==> src/rtl/uart_tx_fifo.sv <==
// UART transmitter fed by a byte FIFO: 16x-oversampled baud timing, optional
// odd/even parity, one or two stop bits, framing settings captured per frame.
module uart_tx_fifo #(
  parameter int CLK_FREQ   = 100000000,
  parameter int BAUD_RATE  = 9600,
  parameter int FIFO_DEPTH = 16
) (
  input  logic                          clk,
  input  logic                          rst,
  input  logic [15:0]                   baud_div,
  input  logic [1:0]                    parity_cfg,
  input  logic                          stop2,
  input  logic [7:0]                    s_data,
  input  logic                          s_valid,
  output logic                          s_ready,
  output logic                          tx,
  output logic                          tx_busy,
  output logic                          tx_done,
  output logic [$clog2(FIFO_DEPTH):0]   fifo_count,
  output logic                          fifo_empty,
  output logic                          fifo_full
);

  localparam int AW = $clog2(FIFO_DEPTH);
  localparam logic [AW:0] FULL_CNT = (AW+1)'(FIFO_DEPTH);
  localparam int DEF_DIV_RAW = CLK_FREQ / BAUD_RATE / 16;
  localparam logic [15:0] DEF_DIV = (DEF_DIV_RAW < 1) ? 16'd1 : 16'(DEF_DIV_RAW);

  typedef enum logic [2:0] {IDLE, START, DATA, PARITY, STOP} state_t;

  logic [7:0]    mem [FIFO_DEPTH];
  logic [AW-1:0] wr_ptr_reg, rd_ptr_reg;
  logic [AW:0]   count_reg;
  logic          push, pop;
  logic [7:0]    head_data;

  assign fifo_full  = (count_reg == FULL_CNT);
  assign fifo_empty = (count_reg == '0);
  assign s_ready    = !fifo_full;
  assign push       = s_valid && s_ready;
  assign head_data  = mem[rd_ptr_reg];
  assign fifo_count = count_reg;

  always_ff @(posedge clk) begin
    if (push) mem[wr_ptr_reg] <= s_data;
  end

  always_ff @(posedge clk) begin
    if (rst) begin
      wr_ptr_reg <= '0;
      rd_ptr_reg <= '0;
      count_reg  <= '0;
    end else begin
      if (push) wr_ptr_reg <= wr_ptr_reg + 1'b1;
      if (pop)  rd_ptr_reg <= rd_ptr_reg + 1'b1;
      case ({push, pop})
        2'b10:   count_reg <= count_reg + 1'b1;
        2'b01:   count_reg <= count_reg - 1'b1;
        default: count_reg <= count_reg;
      endcase
    end
  end

  state_t      state_reg, state_next;
  logic [15:0] baud_cnt_reg, baud_cnt_next;
  logic [15:0] div_reg, div_next;
  logic [4:0]  tick_cnt_reg, tick_cnt_next;
  logic [2:0]  bit_idx_reg, bit_idx_next;
  logic [7:0]  shift_reg, shift_next;
  logic        par_bit_reg, par_bit_next;
  logic        par_en_reg, par_en_next;
  logic        stop2_lat_reg, stop2_lat_next;
  logic        tx_reg, tx_next;
  logic        done_reg, done_next;

  logic [15:0] eff_div;
  logic        tick;
  logic        bit_end;
  logic [4:0]  stop_last;

  // The divider is re-sampled on every counter wrap, so a new baud_div only
  // ever shortens or lengthens whole ticks.
  assign eff_div   = (baud_div != 16'd0) ? baud_div : DEF_DIV;
  assign tick      = (state_reg != IDLE) && (baud_cnt_reg == div_reg - 16'd1);
  assign bit_end   = tick && (tick_cnt_reg == 5'd15);
  assign stop_last = stop2_lat_reg ? 5'd31 : 5'd15;

  always_comb begin
    state_next     = state_reg;
    baud_cnt_next  = baud_cnt_reg;
    div_next       = div_reg;
    tick_cnt_next  = tick_cnt_reg;
    bit_idx_next   = bit_idx_reg;
    shift_next     = shift_reg;
    par_bit_next   = par_bit_reg;
    par_en_next    = par_en_reg;
    stop2_lat_next = stop2_lat_reg;
    tx_next        = tx_reg;
    done_next      = 1'b0;
    pop            = 1'b0;

    if (state_reg != IDLE) begin
      if (tick) begin
        baud_cnt_next = 16'd0;
        div_next      = eff_div;
        tick_cnt_next = tick_cnt_reg + 5'd1;
      end else begin
        baud_cnt_next = baud_cnt_reg + 16'd1;
      end
    end

    case (state_reg)
      IDLE: begin
        tx_next = 1'b1;
        if (!fifo_empty) begin
          pop            = 1'b1;
          shift_next     = head_data;
          par_en_next    = (parity_cfg == 2'd1) || (parity_cfg == 2'd2);
          par_bit_next   = (parity_cfg == 2'd1) ? ~^head_data : ^head_data;
          stop2_lat_next = stop2;
          tx_next        = 1'b0;
          baud_cnt_next  = 16'd0;
          div_next       = eff_div;
          tick_cnt_next  = 5'd0;
          bit_idx_next   = 3'd0;
          state_next     = START;
        end
      end
      START: begin
        if (bit_end) begin
          tick_cnt_next = 5'd0;
          tx_next       = shift_reg[0];
          state_next    = DATA;
        end
      end
      DATA: begin
        if (bit_end) begin
          tick_cnt_next = 5'd0;
          if (bit_idx_reg == 3'd7) begin
            if (par_en_reg) begin
              tx_next    = par_bit_reg;
              state_next = PARITY;
            end else begin
              tx_next    = 1'b1;
              state_next = STOP;
            end
          end else begin
            bit_idx_next = bit_idx_reg + 3'd1;
            shift_next   = shift_reg >> 1;
            tx_next      = shift_reg[1];
          end
        end
      end
      PARITY: begin
        if (bit_end) begin
          tick_cnt_next = 5'd0;
          tx_next       = 1'b1;
          state_next    = STOP;
        end
      end
      STOP: begin
        if (tick && (tick_cnt_reg == stop_last)) begin
          tick_cnt_next = 5'd0;
          tx_next       = 1'b1;
          done_next     = 1'b1;
          state_next    = IDLE;
        end
      end
      default: begin
        tx_next    = 1'b1;
        state_next = IDLE;
      end
    endcase
  end

  always_ff @(posedge clk) begin
    if (rst) begin
      state_reg     <= IDLE;
      baud_cnt_reg  <= 16'd0;
      div_reg       <= 16'd1;
      tick_cnt_reg  <= 5'd0;
      bit_idx_reg   <= 3'd0;
      shift_reg     <= 8'd0;
      par_bit_reg   <= 1'b0;
      par_en_reg    <= 1'b0;
      stop2_lat_reg <= 1'b0;
      tx_reg        <= 1'b1;
      done_reg      <= 1'b0;
    end else begin
      state_reg     <= state_next;
      baud_cnt_reg  <= baud_cnt_next;
      div_reg       <= div_next;
      tick_cnt_reg  <= tick_cnt_next;
      bit_idx_reg   <= bit_idx_next;
      shift_reg     <= shift_next;
      par_bit_reg   <= par_bit_next;
      par_en_reg    <= par_en_next;
      stop2_lat_reg <= stop2_lat_next;
      tx_reg        <= tx_next;
      done_reg      <= done_next;
    end
  end

  assign tx      = tx_reg;
  assign tx_busy = (state_reg != IDLE);
  assign tx_done = done_reg;

endmodule

==> config.mk <==
export PLATFORM = sky130hd
export DESIGN_NAME = uart_tx_fifo
export DESIGN_NICKNAME = d
export VERILOG_FILES = /design/src/rtl/uart_tx_fifo.sv
export SDC_FILE = /design/constraint.sdc
export NUM_CORES = 1
export LEC_CHECK = 0
export BUFFER_PORTS_ARGS = -buffer_cell sky130_fd_sc_hd__buf_2
export CAP_MARGIN = 40
export CORE_MARGIN = 5
export CORE_UTILIZATION = 30
export CTS_CLUSTER_SIZE = 12
export DETAILED_ROUTE_END_ITERATION = 6
export PLACE_DENSITY = 0.44
export SYNTH_ARGS = -nofsm -noshare
export SYNTH_HDL_FRONTEND = slang
export SYNTH_SLANG_ARGS = --single-unit
==> constraint.sdc <==
create_clock -name clk -period 10 [get_ports clk]
set_input_delay 1 -clock clk [delete_from_list [all_inputs] [get_ports clk]]
set_output_delay 1 -clock clk [all_outputs]
set_load 0.01 [all_outputs]
==> impl_results.md <==
* Worst setup path category: flop to flop
* WP data required at 10.44 ns
* Cts repair resizes at 0
* Worst skew pair latency at 0.52 ns
* # setup viols final at 0
* Avg Vias per Cell at 5.007
* Post-synth EDFFs at 128
* First DRT Iteration DRCs at 458
* Power Dens Cells at 278.5 nW/um2
* Worst r2r src: state_reg[2]
* Seq cells post-synth at 201
* Clock Path Buffers at 3
* Hold_buf cts at 0
* TritonCTS clock tree: yes
* Met2 WL at 10640 um
* FF/Latch Area at 5306 um2
* Io pins at 41
* Rel. slew slack at 51.71%
* Slew Limit Fails at 0
* Synth warn at 0
* Max IR drop VDD at 121.2 uV
* Gr usage total at 12.91%
* Drt first pass iters at 7
* Status: finished, final reports clean
* Layout fillers at 2944
* Pin slew with the least headroom to its limit at 0.7188 ns
* Setup crit end kind: flop
* TritonCTS sink count at 201
* WHS at 0.4563 ns
* R2r worst-path depth at 12
* RR Endpoint: fifo_count[4]
* Final count of hold timing violations at 0
* Largest net degree at the start of global routing at 33
* Fin crit period at 4.166 ns
* Worst Setup EP: fifo_count[4]
* Buffers on Ports at 40
* Final GP Congestion at 0.8414
* Post-DP HPWL at 15570 um
* Die area at 33930 um2
* Die span in x at 184.2 um
* Metal3 WL at 967 um
* Average size of a mapped cell at 12.50 um2
* Cells after Synth at 728
* Die height at 184.2 um
* Crit path DAT at 4.61 ns
* Asr flop ratio synth at 0%
* Leakage at 3.719 nW
* Hold WC Path Type: flop to flop
* Core area at 29800 um2
* Met1 Wirelength at 9672 um
* CTS Root Cell: clkbuf_16
* DRC Markers at 0
* Area Growth Syn to Fin at 16.71%
* Area of the multi-input gates at 3536 um2
* Setup TNS at 0 ns
* Count of different cell masters after synthesis at 64
* Post-route clock skew at 0.01350 ns
* Post-CTS setup buffer count at 0
* Final net count at 829
* Synth Flop Type: edfxtp_1
* Design Power at 0.002959 W
* Starting Density at 30.55%
* Row cnt at 63
* Num CTS Buffers at 24
* Total of max-cap violations at 0
* CP startpoint: state_reg[2]
* Seq/Total Area, Yosys at 58.28%
* CP Max Fanout at 20
* Detailed Route WL at 21770 um
* Unrepaired setup endpoints after global routing: false
* Period utilisation layout at 41.66%
* Proportion of layout cells with a drive suffix above 1 at 18.52%
* DRT antenna net count at 0
* Vias post-DR at 5953
* Max reg flops at 128
* Worst-path clk slew at 0.06 ns
* First-pass GRT wire length at 35020 um
* Post-Syn Nets at 775
* R2r setup slk at 5.83 ns
* Top sig layer: met4
* # diodes at 0
* Vias in the first global route at 6179
* Initial antenna violation count at 0
* WL per Instance at 18.31 um
* Max frequency at 240.0 MHz
* Critical Path Start Type: flop
* GRT overflow at 0
* Mapped Area at 9102 um2
* H-tree Lvls at 1
synth_stat cells, types with 3 or more instances:
cell | instances | area [um2]
edfxtp_1 | 128 | 3844
dfxtp_1 | 73 | 1461
nor2_1 | 69 | 259.0
nand2_1 | 45 | 168.9
mux4_2 | 36 | 810.8
inv_1 | 33 | 123.9
a21oi_1 | 30 | 150.1
nand3_1 | 29 | 145.1
xor2_1 | 27 | 236.5
xnor2_1 | 26 | 227.7
clkbuf_1 | 25 | 93.84
nor3_1 | 18 | 90.09
ha_1 | 16 | 200.2
and3_1 | 14 | 87.58
o21ai_0 | 13 | 65.06
nand2b_1 | 11 | 68.82
nand4_1 | 10 | 62.56
nor4_1 | 10 | 62.56
a211oi_1 | 8 | 60.06
a22o_1 | 8 | 70.07
a221oi_1 | 7 | 61.31
a22oi_1 | 6 | 45.04
buf_1 | 6 | 22.52
a31oi_1 | 4 | 25.02
and2_1 | 4 | 25.02
buf_2 | 4 | 20.02
mux2i_1 | 4 | 40.04
nor2b_1 | 4 | 25.02
nor3b_1 | 4 | 30.03
a21o_1 | 3 | 22.52
a311oi_1 | 3 | 26.28
nand3b_1 | 3 | 22.52
o2111ai_1 | 3 | 26.28
o31ai_1 | 3 | 22.52
or3_1 | 3 | 18.77
or4_1 | 3 | 22.52
per-layer routing:
layer | track usage (%) | up-vias
met5 | 0 | -
met4 | 3.224 | 0
met3 | 2.329 | 38
met2 | 22.16 | 118
met1 | 16.97 | 2955
li1 | - | 2842
power breakdown:
group          internal (W)  leakage (nW)  switching, W
clock              0.000505         0.381      0.000340
combinational      0.000453          1.58      0.000608
sequential         0.000969          1.75     0.0000837
per-stage QoR:
step	worst slack, ns	instances	cell area (um2)	utilization, %
after floorplan	6.574	728	9102	-
after global placement	5.997	1129	9707	32.58
after detailed placement	5.829	1146	9852	33.06
after CTS	5.812	1189	10620	35.66
after global routing	5.511	1189	10620	35.66
final	5.834	1189	10620	35.66
cell families (layout without fill, tap and decap cells):
family                   Yosys count  after routing  synth area share [%]
buffers and inverters             69            140                 2.983
flip-flops                       201            201                 58.28
multiplexers                      41             41                 9.471
AND/OR/NAND/NOR                  240            240                 13.42
XOR/XNOR                          54             54                 5.347
AO/OA/AOI/OAI                    106            106                 8.083
adder cells (fa/ha/maj)           17             17                 2.419
critical path, cell delays in order, from the launching register on:
cell	delay (ns)
dfxtp_1	0.43
nor3_1	0.66
nand2_1	0.58
inv_1	0.72
ha_1	0.35
inv_1	0.10
fa_1	0.41
inv_1	0.07
a21o_1	0.10
a21oi_1	0.08
xnor2_1	0.14
or3_1	0.31
a21oi_1	0.14
layout make-up:
type / count / area share, %
Inverter: 33 / 1.166
Tap cell: 390 / 4.593
Timing Repair Buffer: 64 / 3.745
Clock buffer: 33 / 6.454
Sequential cell: 201 / 49.95
Clock inverter: 10 / 0.8126
Multi-Input combinational cell: 458 / 33.28
layout by cell type (no fill, tap or decap), types with 5 or more instances in the layout:
master / synthesis / routed
nand4_1: 10 / 10
nand2_1: 45 / 45
nor4_1: 10 / 10
o21ai_0: 13 / 13
and3_1: 14 / 14
clkbuf_16: 0 / 25
ha_1: 16 / 16
nand2b_1: 11 / 11
a22oi_1: 6 / 6
dfxtp_1: 73 / 72
nor2_1: 69 / 69
clkbuf_1: 25 / 5
a211oi_1: 8 / 8
xor2_1: 27 / 27
a22o_1: 8 / 8
buf_4: 0 / 22
edfxtp_1: 128 / 128
inv_1: 33 / 33
mux4_2: 36 / 36
nor3_1: 18 / 16
nand3_1: 29 / 29
a21oi_1: 30 / 30
xnor2_1: 26 / 26
a221oi_1: 7 / 7
buf_2: 4 / 41
worst min path at each step:
stage                     cells after the start  slack [ns]        start     endpoint
final                                         2        0.46  par_bit_reg  par_bit_reg
after global routing                          2        0.49  par_bit_reg  par_bit_reg
after CTS                                     2        0.47  par_bit_reg  par_bit_reg
after detailed placement                      2        0.46  par_bit_reg  par_bit_reg
after global placement                        2        0.45  par_bit_reg  par_bit_reg
after floorplan                               2        0.43  par_bit_reg  par_bit_reg
Note: power is estimated with default switching activity, not from simulation.
